[config.mk]
export PLATFORM = sky130hd
export DESIGN_NAME = alu_exec_unit
export DESIGN_NICKNAME = d
export VERILOG_FILES = /design/src/rtl/alu_exec_unit.sv
export SDC_FILE = /design/constraint.sdc
export NUM_CORES = 1
export LEC_CHECK = 0
export ABC_AREA = 0
export BUFFER_PORTS_ARGS = -buffer_cell sky130_fd_sc_hd__buf_2
export CORE_MARGIN = 8
export CORE_UTILIZATION = 35
export CTS_CLUSTER_SIZE = 10
export DETAILED_ROUTE_END_ITERATION = 8
export GPL_TIMING_DRIVEN = 0
export MAX_ROUTING_LAYER = met4
export PLACE_DENSITY = 0.63
export SETUP_SLACK_MARGIN = 0.3
export SYNTH_ARGS = -nofsm -noshare
export SYNTH_HDL_FRONTEND = slang
export SYNTH_SLANG_ARGS = --single-unit
[constraint.sdc]
create_clock -name clk -period 9 [get_ports clk]
set_input_delay 0.9 -clock clk [delete_from_list [all_inputs] [get_ports clk]]
set_output_delay 0.9 -clock clk [all_outputs]
set_load 0.05 [all_outputs]
[src/rtl/alu_exec_unit.sv]
// Execute-stage ALU with valid/ready handshake and a one-bit-per-cycle serial shifter.
// Single-cycle ops complete in one edge; shifts by n take n edges after the accept.
module alu_exec_unit #(
   parameter int XLEN = 32,
   parameter int SHW  = $clog2(XLEN)
) (
   input  logic            clk,
   input  logic            rst,
   input  logic            in_valid,
   output logic            in_ready,
   input  logic [3:0]      alu_control,
   input  logic [XLEN-1:0] op_a,
   input  logic [XLEN-1:0] op_b,
   output logic            out_valid,
   input  logic            out_ready,
   output logic [XLEN-1:0] result,
   output logic            zero,
   output logic            busy,
   output logic [1:0]      o_dbg_state
);

   // Handshake: a transfer happens on any rising edge where valid && ready.
   // in_ready depends only on state and out_ready, never on in_valid.

   typedef enum logic [1:0] {
      S_IDLE  = 2'd0,
      S_SHIFT = 2'd1,
      S_DONE  = 2'd2
   } state_t;

   state_t            r_state;
   logic [XLEN-1:0]   r_work;
   logic [SHW-1:0]    r_cnt;
   logic [1:0]        r_op;
   logic [XLEN-1:0]   r_result;
   logic              r_zero;

   logic              w_accept;
   logic              w_is_shift;
   logic [SHW-1:0]    w_shamt;
   logic [XLEN-1:0]   w_alu;
   logic [XLEN-1:0]   w_step;

   assign in_ready    = (r_state == S_IDLE) || ((r_state == S_DONE) && out_ready);
   assign w_accept    = in_valid && in_ready;
   assign w_shamt     = op_b[SHW-1:0];
   assign w_is_shift  = (alu_control == 4'd5) || (alu_control == 4'd6) || (alu_control == 4'd7);
   assign out_valid   = (r_state == S_DONE);
   assign busy        = (r_state != S_IDLE);
   assign result      = r_result;
   assign zero        = r_zero;
   assign o_dbg_state = r_state;

   // Shift codes only reach this path with amount 0, so they pass op_a through.
   always_comb begin
      w_alu = '0;
      case (alu_control)
         4'd0:    w_alu = op_a + op_b;
         4'd1:    w_alu = op_a - op_b;
         4'd2:    w_alu = op_a ^ op_b;
         4'd3:    w_alu = op_a | op_b;
         4'd4:    w_alu = op_a & op_b;
         4'd5:    w_alu = op_a;
         4'd6:    w_alu = op_a;
         4'd7:    w_alu = op_a;
         4'd8:    w_alu = {{(XLEN-1){1'b0}}, ($signed(op_a) < $signed(op_b))};
         4'd9:    w_alu = {{(XLEN-1){1'b0}}, (op_a < op_b)};
         4'd10:   w_alu = op_a - op_b;
         default: w_alu = '0;
      endcase
   end

   // r_op holds alu_control[1:0]: 01 SLL, 10 SRL, 11 SRA.
   always_comb begin
      w_step = r_work;
      case (r_op)
         2'b01:   w_step = {r_work[XLEN-2:0], 1'b0};
         2'b10:   w_step = {1'b0, r_work[XLEN-1:1]};
         2'b11:   w_step = {r_work[XLEN-1], r_work[XLEN-1:1]};
         default: w_step = r_work;
      endcase
   end

   always_ff @(posedge clk) begin
      if (rst) begin
         r_state  <= S_IDLE;
         r_work   <= '0;
         r_cnt    <= '0;
         r_op     <= '0;
         r_result <= '0;
         r_zero   <= 1'b0;
      end else begin
         case (r_state)
            S_IDLE, S_DONE: begin
               if (w_accept) begin
                  if (w_is_shift && (w_shamt != '0)) begin
                     r_work  <= op_a;
                     r_cnt   <= w_shamt;
                     r_op    <= alu_control[1:0];
                     r_state <= S_SHIFT;
                  end else begin
                     r_result <= w_alu;
                     r_zero   <= (w_alu == '0);
                     r_state  <= S_DONE;
                  end
               end else if ((r_state == S_DONE) && out_ready) begin
                  r_state <= S_IDLE;
               end
            end
            S_SHIFT: begin
               r_work <= w_step;
               r_cnt  <= r_cnt - SHW'(1);
               if (r_cnt == SHW'(1)) begin
                  r_result <= w_step;
                  r_zero   <= (w_step == '0);
                  r_state  <= S_DONE;
               end
            end
            default: r_state <= S_IDLE;
         endcase
      end
   end

endmodule
* Yosys cells after proc, flatten, opt, wreduce, memory -nomap -nowiden
Cells that the tools add are included.
Cells by class: add/sub/neg operators 3, magnitude comparators 2, eq/ne operators 21, muxes and demuxes 21, bitwise operators 3, reduce and logical (&&, ||, !) cells 20
Operator list (count):
- case mux 32 bit (8 select lines) | 1
- 2-to-1 mux 32 bit | 5
- case mux 32 bit (2 select lines) | 2
- case mux 32 bit (3 select lines) | 1
- zero test 32 bit | 2
- < comparator 32 bit | 2
- adder 32 bit | 1
- AND 32 bit | 1
- OR 32 bit | 1
- subtractor 32 bit | 1
- XOR 32 bit | 1
- equality test 4 x 3 -> 1 bit (second input constant) | 4
- equality test 4 bit (second input constant) | 3
- 2-to-1 mux 5 bit | 2
- case mux 5 bit (2 select lines) | 1
- equality test 4 x 2 -> 1 bit (second input constant) | 2
- 2-to-1 mux 2 bit | 4
- != test 2 bit (second input constant) | 4
- equality test 2 bit (second input constant) | 3
- AND reduction 3 bit | 2
- equality test 5 x 1 -> 1 bit (second input constant) | 1
- nonzero test 5 bit | 1
- subtractor 5 x 1 -> 5 bit (second input constant) | 1
- equality test 2 x 1 -> 1 bit (second input constant) | 2
- 14 further kinds | 22
Storage, ports and cells: bits in registers 74, input port bits 72, output and inout port bits 38

* Logic depth before layout (Yosys ltp)
Gate-level depths: netlist of the first run.
depth after elaboration 7, mapped depth 15, mapped depth without buffers 15

* Worst setup path before layout of the first run
Ideal clock, no wire load.
kind input to register, from input port op_a[0], to register r_zero (netlist: zero), arrival 4161 ps, required time 8913 ps, setup slack 4752 ps, stages on the path 14, path buffers 0, path through ha_1 > inv_1 > fa_1 > nor2b_1 > o211ai_1 > a2111oi_0 > nor2_1 > a21boi_0 > a21oi_1 > or4b_2 > or4_1 > nor4_1 > nand4_1 > o31ai_1
On the way: longest elaborated chain between the ends 6, elaborated cells between the ends (all ways) 12, classes of those cells add/sub (2); order compare (2); mux (4); bitwise (3); reduce/logical (1)
Ends and longest elaborated chain:
- from (decl) | RTL line 12 | input logic [XLEN-1:0] op_a,
- subtractor 32 bit, or another cell as far along | RTL line 59, 68
- case mux 32 bit (8 select lines) (*) | RTL line 57 | case (alu_control)
- zero test 32 bit (*) | RTL line 103 | r_zero <= (w_alu == '0);
- 2-to-1 mux 1 bit (*) | RTL line 96 | if (w_is_shift && (w_shamt != '0)) begin
- 2-to-1 mux 1 bit (*) | RTL line 95 | if (w_accept) begin
- case mux 1 bit (2 select lines) (*) | RTL line 93 | case (r_state)
- to (signal assigned) | RTL line 103
- to (signal assigned) | RTL line 115 | r_zero <= (w_step == '0);
- to (decl) | RTL line 36 | logic r_zero;
Every way passes the cells marked *; elsewhere a longest branch is shown, timed or not. The select of a mux whose other input is x is not followed. A chain may end at the register's enable or synchronous reset.

* Worst setup path in the final report of the first run
from input port op_a[10], to register r_zero (netlist: zero)
The elaborated chain is that of the path after synthesis.

==> results.sh, run 1 <==
export IMPL_p_per_area_nw_per_um2=123.9
export IMPL_status="finished clean"
export IMPL_gp_congestion=1.015
export IMPL_cp_max_fo=10
export IMPL_ioPinCount=110
export IMPL_synth_area_leader_cell="dfxtp_1"
export IMPL_grt_max_degree=13
export IMPL_coreArea_um2=27630
export IMPL_cts_buffer_depth=2
export IMPL_startpoint_type="primary input"
export IMPL_die_area_um2=33560
export IMPL_min_period_ns=5.853
export IMPL_cp_data_required_time_ns=9.26
export IMPL_routed_wl_um=44790
export IMPL_finalSetupViolCount=0
export IMPL_end_kind="flop"
export IMPL_synth_seq_cells=74
export IMPL_syn_nets=1583
export IMPL_drtIter0Drc=1164
export IMPL_fin_worst_skew_ns=0.007511
export IMPL_cts_setup_buffers=0
export IMPL_drt_vias_per_instance=6.132
export IMPL_p_leak_nw=4.576
export IMPL_synth_ff_type="dfxtp_1"
export IMPL_synth_common_cells="nor2_1, a21oi_1, ha_1, inv_1, nand2_1"
export IMPL_drtAntennaViolNets=0
export IMPL_vias=11720
export IMPL_gr_total_overflow=0
export IMPL_syn2layout_area_growth_pct=13.68
export IMPL_holdBufCountCts=0
export IMPL_placedInstanceArea_um2=10800
export IMPL_ctsResizeCount=0
export IMPL_io_buffers=109
export IMPL_antenna_found_initial=0
export IMPL_dpl_hpwl_um=35890
export IMPL_cts_buffers=9
export IMPL_post_drt_wl_per_cell_um=23.44
export IMPL_cp_cell_sequence="buf_2 > inv_1 > ha_1 > clkbuf_1 > nand4_1 > a2111oi_0 > o21ai_0 > a221oi_1 > o21ai_0 > a222oi_1 > and4_1 > nand4_1 > o31ai_1"
export IMPL_max_freq_mhz=170.8
export IMPL_cts_clk_slew_worst_paths_ns=0.06
export IMPL_initial_core_util_pct=35.41
export IMPL_synth_edf_count=0
export IMPL_worst_path_max_delay_cell="a2111oi_0"
export IMPL_drv_slew=0
export IMPL_drc=0
export IMPL_cts_tree="yes"
export IMPL_drive_above_1_share_pct=10.18
export IMPL_netlist_instances=1408
export IMPL_yosysMostFrequentCell="nor2_1"
export IMPL_hold_class="reg -> reg"
export IMPL_max_stage_delay_ns=1.09
export IMPL_cts_root_buf="clkbuf_16"
export IMPL_synth_seq_area_share_pct=15.14
export IMPL_final_area_um2=11120
export IMPL_antenna_cells=0
export IMPL_critPathKind="in -> reg"
export IMPL_ir_drop_mv=0.08376
export IMPL_critPathArrivalTime_ns=6.11
export IMPL_slew_headroom_pct=16.80
export IMPL_worstMarginPinSlew_ns=1.216
export IMPL_grt_pass1_vias=11400
export IMPL_yosysUniqueCellTypes=72
export IMPL_grt_total_usage_pct=26.68
export IMPL_finalHoldViolCount=0
export IMPL_grt_pass1_wl_um=68100
export IMPL_die_w_um=183.2
export IMPL_clock_latency_ns=0.34
export IMPL_synth_area_top_cells="dfxtp_1, ha_1, nor2_1"
export IMPL_synth_top_area_share_pct=15.14
export IMPL_synth_avg_cell_area_um2=6.948
export IMPL_drt_pass1_iterations=6
export IMPL_layout_nets=1703
export IMPL_synth_warnings=0
export IMPL_rsz0062_at_grt="false"
export IMPL_tns_ns=0
export IMPL_synthArstFlopShare_pct=0
export IMPL_synth_cell_area_um2=9783
export IMPL_clock_sinks=74
export IMPL_layout_worst_path_cycle_share_pct=65.04
export IMPL_die_height_um=183.2
export IMPL_row_count=61
export IMPL_nFillCells=3004
export IMPL_maxCapViolations=0
export IMPL_cts_htree_levels=3
-- worst max-delay path, delay by kind of cell --
kind | cells | cell delay (ns)
AOI/OAI and AO/OA | 6 | 3.49
and+or+nand+nor | 3 | 0.74
buffers and inverters | 3 | 0.67
adders and majority gates | 1 | 0.31
-- state kept, by name (all words and copies together) (netlist names) --
register	flops
r_work	32
zero	1
r_cnt	5
o_dbg_state	2
result	32
r_op	2
-- cells in the final DEF, fill, tap and decap left out, types with 62 or more instances in the layout --
cell / synthesis / routed
a21oi_1: 117 / 117
buf_2: 11 / 120
clkbuf_1: 73 / 74
dfxtp_1: 74 / 74
ha_1: 101 / 101
inv_1: 97 / 97
mux2i_1: 62 / 62
nand2_1: 94 / 94
nor2_1: 186 / 186
o21ai_0: 80 / 80
-- logic make-up after synthesis --
family / share of synthesized area [%]
fa+ha+maj: 13.33
simple gates: 24.88
compound gates: 31.94
flops: 15.14
mux: 6.574
buf+inv: 7.699
xor+xnor: 0.4477
-- area by class of cell --
class                   count  area (um2)  share of cell area, %
inverters                  97       364.1                  3.274
flip-flops and latches     74        1481                  13.32
clock buffers              11       242.7                  2.182
well taps                 378       473.0                  4.252
plain buffers             100       389.1                  3.499
clock inverters             5       77.57                 0.6975
repair buffers            109       545.5                  4.905
multi-input cells        1137        7548                  67.87
-- path summary, 6_finish.rpt --
kind	from	end	slack, ns	depth (start not counted)
worst max-delay path	op_a[10]	zero$_SDFFE_PP0P_	3.15	13
worst max register to register	r_cnt[0]$_SDFFE_PP0P_	zero$_SDFFE_PP0P_	5.07	12
worst min register to register	result[3]$_SDFFE_PP0P_	result[3]$_SDFFE_PP0P_	0.45	2
worst min-delay path	result[3]$_SDFFE_PP0P_	result[3]$_SDFFE_PP0P_	0.45	2
-- through the flow --
step           total power, W  util, %  cells  setup WS [ns]  hold WS (ns)
2_1_floorplan       0.0007716        -   1408          4.752        0.4573
3_3_place_gp        0.0009730    39.10   1895          3.042        0.4418
3_5_place_dp        0.0009743    39.10   1895          3.041        0.4456
4_1_cts              0.001366    40.25   1911          3.365        0.4535
5_1_grt              0.001447    40.25   1911          2.981        0.4852
6_report             0.001378    40.25   1911          3.147        0.4494
-- power breakdown --
part,switching (W),internal (W),leakage (nW)
Combinational,0.000426,0.000193,3.82
Clock,0.000146,0.000250,0.156
Sequential,0.0000148,0.000349,0.604
Total,0.000586,0.000792,4.58
-- per-layer routing --
| layer | share of wire [%] | global-route usage (%) | wire length, um | up-vias |
|---|---|---|---|---|
| met2 | 45 | 42.02 | 20080 | 579 |
| met4 | 4.1 | 11.06 | 1840 | 0 |
| met1 | 44 | 33.93 | 19510 | 5612 |
| li1 | - | - | - | 5400 |
| met3 | 7.5 | 3.660 | 3359 | 128 |
| met5 | 0 | - | 0 | - |
Power figures use the tool's default switching activity.
==> run 2: changes to the inputs <==
--- a/config.mk
+++ b/config.mk
@@ -13,7 +13,7 @@
 export DETAILED_ROUTE_END_ITERATION = 8
 export GPL_TIMING_DRIVEN = 0
 export MAX_ROUTING_LAYER = met4
-export PLACE_DENSITY = 0.63
+export PLACE_DENSITY = 0.65
 export SETUP_SLACK_MARGIN = 0.3
 export SYNTH_ARGS = -nofsm -noshare
 export SYNTH_HDL_FRONTEND = slang
==> constraint.sdc (replaced) <==
create_clock -name clk -period 4.7 [get_ports clk]
set_input_delay 0.47 -clock clk [delete_from_list [all_inputs] [get_ports clk]]
set_output_delay 0.47 -clock clk [all_outputs]
set_load 0.05 [all_outputs]
==> results.sh, run 2 (synthesis results as in run 1) <==
export IMPL_status="finished clean"
export IMPL_hold_depth=2
export IMPL_maxCapViolations=0
export IMPL_gr_total_overflow=0
export IMPL_max_stage_delay_ns=0.60
export IMPL_layout_commonest_cell="nor2_1"
export IMPL_row_count=61
export IMPL_syn2layout_area_growth_pct=14.75
export IMPL_p_clk_share_pct=29.4
export IMPL_r2r_cells=13
export IMPL_place_inst=1895
export IMPL_cts_clk_slew_worst_paths_ns=0.06
export IMPL_layout_worst_path_cycle_share_pct=93.14
export IMPL_cts_setup_buffers=0
export IMPL_die_w_um=183.2
export IMPL_gp_congestion=0.9997
export IMPL_p_int_w=0.001562
export IMPL_cp_num_cells=14
export IMPL_ir_drop_mv=0.1626
export IMPL_switchingPower_w=0.001140
export IMPL_dpl_hpwl_um=36370
export IMPL_cts_htree_levels=3
export IMPL_drt_vias_per_instance=6.095
export IMPL_die_area_um2=33560
export IMPL_worstMarginPinSlew_ns=1.055
export IMPL_crit_top_cell="or4_1"
export IMPL_critPathKind="in -> reg"
export IMPL_grt_total_usage_pct=27.11
export IMPL_tns_ns=0
export IMPL_antenna_cells=0
export IMPL_drv_slew=0
export IMPL_drtAntennaViolNets=0
export IMPL_min_period_ns=4.378
export IMPL_power_frac_seq_pct=25.8
export IMPL_p_leak_nw=4.617
export IMPL_path_delay_family="compound AO/OA/AOI/OAI gates"
export IMPL_layout_nets=1703
export IMPL_cts_buffer_depth=2
export IMPL_vias=11650
export IMPL_clock_sinks=74
export IMPL_drive_above_1_share_pct=11.42
export IMPL_final_cell_mix="nor2_1, buf_2, a21oi_1"
export IMPL_cp_data_required_time_ns=4.95
export IMPL_cp_cell_sequence="buf_2 > inv_1 > ha_1 > clkbuf_1 > nor2b_1 > o21a_1 > or4_1 > or4_1 > a21oi_1 > o221ai_1 > a222oi_1 > and4_1 > nand4_1 > o31ai_1"
export IMPL_rsz0062_at_grt="true"
export IMPL_post_drt_wl_per_cell_um=23.91
export IMPL_worst_path_max_delay_cell="a222oi_1"
export IMPL_cts_buffers=9
export IMPL_grt_max_degree=13
export IMPL_p_per_area_nw_per_um2=240.6
export IMPL_fin_cells=1911
export IMPL_cts_tree="yes"
export IMPL_critPathArrivalTime_ns=4.63
export IMPL_finalSetupViolCount=0
export IMPL_placedInstanceArea_um2=10800
export IMPL_comb_power_share_pct=44.8
export IMPL_finalHoldViolCount=0
export IMPL_startpoint_type="primary input"
export IMPL_antenna_found_initial=0
export IMPL_nFillCells=3030
export IMPL_routed_wl_um=45690
export IMPL_drc=0
export IMPL_clock_latency_ns=0.34
export IMPL_cp_num_buf_inv=3
export IMPL_holdWs_ns=0.4522
export IMPL_initial_core_util_pct=35.41
export IMPL_grt_pass1_vias=11350
export IMPL_max_freq_mhz=228.4
export IMPL_die_height_um=183.2
export IMPL_end_kind="flop"
export IMPL_slew_headroom_pct=29.66
export IMPL_power_w=0.002701
export IMPL_drtIter0Drc=1178
export IMPL_drt_pass1_iterations=5
export IMPL_ioPinCount=110
export IMPL_io_buffers=109
export IMPL_hold_class="reg -> reg"
export IMPL_cp_max_fo=10
export IMPL_fin_worst_skew_ns=0.009923
export IMPL_grt_pass1_wl_um=68770
export IMPL_final_area_um2=11230
export IMPL_cts_root_buf="clkbuf_16"
export IMPL_switching_share_pct=42.19
export IMPL_coreArea_um2=27630
run 2: changes by cell type in the layout (fill, tap and decap cells not counted), moves of 2 or more:
| cell | delta |
|---|---|
| clkbuf_2 | +6 |
| o21ai_1 | +3 |
| o21ai_0 | -4 |
| clkbuf_1 | -5 |
| a211oi_1 | -3 |
| a2111oi_0 | -2 |
| buf_1 | -2 |
| a211oi_2 | +3 |
| a21oi_1 | -2 |
| a21oi_2 | +2 |
run 2: metal layers:
layer / share of wire (%) / vias up / track usage [%]
li1: - / 5391 / -
met1: 44 / 5542 / 35.25
met2: 45 / 601 / 42.90
met3: 7.5 / 114 / 2.651
met4: 3.7 / 0 / 10.44
met5: 0 / - / -
run 2: power by group through the flow:
stage	sequential [W]	combinational, W	clock [W]
2_1_floorplan	0.000803	0.000674	0
3_3_place_gp	0.000708	0.00116	0
3_5_place_dp	0.000709	0.00116	0
4_1_cts	0.000696	0.00118	0.000796
5_1_grt	0.000702	0.00130	0.000824
6_report	0.000697	0.00121	0.000793
run 2: metrics by stage:
step	setup slack, ns	util (%)
final	0.3222	40.63
after global routing	0.1735	40.63
after CTS	0.3299	40.47
after detailed placement	-0.6010	39.10
after global placement	-0.6379	39.10
after floorplan	0.8821	-
run 2: worst register-to-register path: stages (launching register included):
cell	delay, ns
dfxtp_1	0.30
clkbuf_1	0.19
nand2b_1	0.18
a31oi_1	0.09
a21oi_1	0.17
o21a_1	0.13
clkbuf_1	0.48
o21ai_0	0.26
nand4b_1	0.23
or4_1	0.44
or4_1	0.58
nor4_2	0.35
nand4_1	0.13
o31ai_1	0.24
run 2: path summary, 6_finish.rpt:
path / from / end / slack [ns]
hold reg to reg: result[30]$_SDFFE_PP0P_ / result[30]$_SDFFE_PP0P_ / 0.45
setup / recovery: op_a[19] / zero$_SDFFE_PP0P_ / 0.32
setup reg to reg: o_dbg_state[0]$_SDFFE_PP0P_ / zero$_SDFFE_PP0P_ / 0.86
hold / removal: result[30]$_SDFFE_PP0P_ / result[30]$_SDFFE_PP0P_ / 0.45
run 2: repair_timing:
item                       in CTS  in global routing
setup endpoints to repair       6                  6
resized for setup              15                 17
hold buffers                    0                  0
run 2: area by class of cell:
class,instances,area (um2),area share (%)
Sequential cell,74,1481,13.20
Tap cell,378,473.0,4.213
Clock buffer,10,229.0,2.040
Inverter,97,364.1,3.243
Clock inverter,6,105.1,0.9362
Timing Repair Buffer,109,545.5,4.860
Buffer,100,404.1,3.600
Multi-Input combinational cell,1137,7624,67.91
==> run 3: changes to the inputs <==
--- a/config.mk
+++ b/config.mk
@@ -8,13 +8,14 @@
 export ABC_AREA = 0
 export BUFFER_PORTS_ARGS = -buffer_cell sky130_fd_sc_hd__buf_2
 export CORE_MARGIN = 8
-export CORE_UTILIZATION = 35
+export CORE_UTILIZATION = 55
 export CTS_CLUSTER_SIZE = 10
 export DETAILED_ROUTE_END_ITERATION = 8
 export GPL_TIMING_DRIVEN = 0
 export MAX_ROUTING_LAYER = met4
-export PLACE_DENSITY = 0.65
+export PLACE_DENSITY = 0.9
 export SETUP_SLACK_MARGIN = 0.3
 export SYNTH_ARGS = -nofsm -noshare
 export SYNTH_HDL_FRONTEND = slang
 export SYNTH_SLANG_ARGS = --single-unit
+export TNS_END_PERCENT = 10
==> results.sh, run 3 (synthesis results as in run 1) <==
export IMPL_dpl_hpwl_um=32680
export IMPL_p_clk_share_pct=29.0
export IMPL_drive_above_1_share_pct=10.50
export IMPL_multi_input_area_um2=7566
export IMPL_seq_area_um2=1481
export IMPL_gr_total_overflow=0
export IMPL_syn2layout_area_growth_pct=12.10
export IMPL_antenna_found_initial=0
export IMPL_cts_buffer_depth=2
export IMPL_clock_sinks=74
export IMPL_critPathKind="in -> reg"
export IMPL_grt_max_degree=13
export IMPL_drtIter0Drc=1279
export IMPL_p_leak_nw=4.591
export IMPL_p_int_w=0.001534
export IMPL_layout_nets=1703
export IMPL_gp_congestion=1.108
export IMPL_cp_endpoint="zero$_SDFFE_PP0P_"
export IMPL_initial_core_util_pct=56.37
export IMPL_end_kind="flop"
export IMPL_routed_wl_um=42090
export IMPL_layout_commonest_cell="nor2_1"
export IMPL_io_buffers=109
export IMPL_holdWs_ns=0.4479
export IMPL_startpoint_type="primary input"
export IMPL_cts_setup_buffers=0
export IMPL_layout_worst_path_cycle_share_pct=98.79
export IMPL_drc=0
export IMPL_hold_class="reg -> reg"
export IMPL_cp_max_fo=10
export IMPL_switchingPower_w=0.001117
export IMPL_r2r_cells=13
export IMPL_grt_total_usage_pct=37.23
export IMPL_r2r_start="o_dbg_state[0]$_SDFFE_PP0P_"
export IMPL_die_height_um=149.4
export IMPL_maxCapViolations=0
export IMPL_p_per_area_nw_per_um2=241.7
export IMPL_clock_latency_ns=0.35
export IMPL_grt_pass1_vias=11190
export IMPL_row_count=48
export IMPL_ir_drop_mv=0.3257
export IMPL_critPathArrivalTime_ns=4.91
export IMPL_grt_pass1_wl_um=63340
export IMPL_vias=12030
export IMPL_cts_buffers=9
export IMPL_finalHoldViolCount=0
export IMPL_setup_slack_ns=0.05695
export IMPL_final_cell_mix="nor2_1, buf_2, a21oi_1"
export IMPL_drt_pass1_iterations=5
export IMPL_drtAntennaViolNets=0
export IMPL_finalSetupViolCount=0
export IMPL_worst_path_max_delay_cell="a2111oi_1"
export IMPL_final_util_pct=63.18
export IMPL_max_stage_delay_ns=0.61
export IMPL_switching_share_pct=42.14
export IMPL_die_area_um2=22310
export IMPL_power_frac_seq_pct=26.3
export IMPL_crit_start="op_a[17]"
export IMPL_cp_data_required_time_ns=4.96
export IMPL_drt_vias_per_instance=6.841
export IMPL_nFillCells=1653
export IMPL_status="finished clean"
export IMPL_die_w_um=149.4
export IMPL_max_freq_mhz=215.4
export IMPL_ff2ff_setup_slack_ns=0.68
export IMPL_fin_worst_skew_ns=0.006773
export IMPL_slew_headroom_pct=37.35
export IMPL_post_drt_wl_per_cell_um=23.94
export IMPL_worstMarginPinSlew_ns=0.9398
export IMPL_comb_power_share_pct=44.7
export IMPL_ioPinCount=110
export IMPL_cts_htree_levels=3
export IMPL_reg2reg_to="zero$_SDFFE_PP0P_"
export IMPL_cts_tree="yes"
export IMPL_antenna_cells=0
export IMPL_coreArea_um2=17360
export IMPL_min_period_ns=4.643
export IMPL_cts_root_buf="clkbuf_16"
export IMPL_drv_slew=0
export IMPL_cp_cell_sequence="buf_2 > inv_1 > ha_1 > clkbuf_1 > nand4_1 > a2111oi_1 > o21ai_0 > a221oi_2 > o21ai_0 > a222oi_1 > and4_1 > nand4_1 > o31ai_1"
export IMPL_cts_clk_slew_worst_paths_ns=0.06
export IMPL_place_ws_ns=-0.3277
export IMPL_rsz0062_at_grt="true"
-- run 3: changes by cell type in the layout (fill, tap and decap cells not counted), sizes merged --
cell    change
clkbuf      +2
bufinv      -1
clkinv      -1
-- run 3: worst min path at each step --
stage                                       start                       to  slack [ns]  cells past startpoint
final                      result[6]$_SDFFE_PP0P_   result[6]$_SDFFE_PP0P_        0.45                      2
after global placement     result[8]$_SDFFE_PP0P_   result[8]$_SDFFE_PP0P_        0.44                      2
after global routing       result[1]$_SDFFE_PP0P_   result[1]$_SDFFE_PP0P_        0.47                      2
after CTS                  result[6]$_SDFFE_PP0P_   result[6]$_SDFFE_PP0P_        0.45                      2
after floorplan           r_work[17]$_SDFFE_PP0P_  r_work[17]$_SDFFE_PP0P_        0.46                      2
after detailed placement   result[6]$_SDFFE_PP0P_   result[6]$_SDFFE_PP0P_        0.44                      2
-- run 3: worst max-delay path: cells and delay by family --
family | cells | cell delay [ns]
compound gates | 6 | 2.59
buf+inv | 3 | 0.75
simple gates | 3 | 0.70
fa+ha+maj | 1 | 0.39
-- run 3: power by group through the flow --
stage,registers [W],clock network [W],logic (W)
4_1_cts,0.000695,0.000758,0.00114
6_report,0.000696,0.000770,0.00119
2_1_floorplan,0.000803,0,0.000674
3_5_place_dp,0.000708,0,0.00113
5_1_grt,0.000700,0.000784,0.00126
3_3_place_gp,0.000707,0,0.00112
-- run 3: area by class of cell --
class | count | share of cell area [%]
clock buffers | 12 | 2.339
multi-input cells | 1137 | 68.99
well taps | 225 | 2.567
repair buffers | 109 | 4.974
plain buffers | 100 | 3.628
flip-flops and latches | 74 | 13.51
inverters | 97 | 3.320
clock inverters | 4 | 0.6731
-- run 3: layer usage --
metal / global-route usage (%) / vias to the layer above / part of all wire [%]
li1: - / 5398 / -
met1: 46.76 / 5606 / 39
met2: 57.52 / 870 / 44
met3: 7.069 / 152 / 12
met4: 15.35 / 0 / 4.1
met5: - / - / 0
-- run 3: through the flow --
step                cell area (um2)  std cells  total power [W]  TNS, ns
finish                        10970       1758         0.002651        0
global route                  10970       1758         0.002745        0
CTS                           10960       1758         0.002594        0
detailed placement            10610       1742         0.001840  -0.7361
global placement              10610       1742         0.001830  -0.6977
floorplan                      9783       1408         0.001478        0
-- run 3: repair_timing --
action	4_1_cts	5_1_grt
endpoints found under the setup margin	4	7
hold buffers	0	0
gates resized for setup	5	4
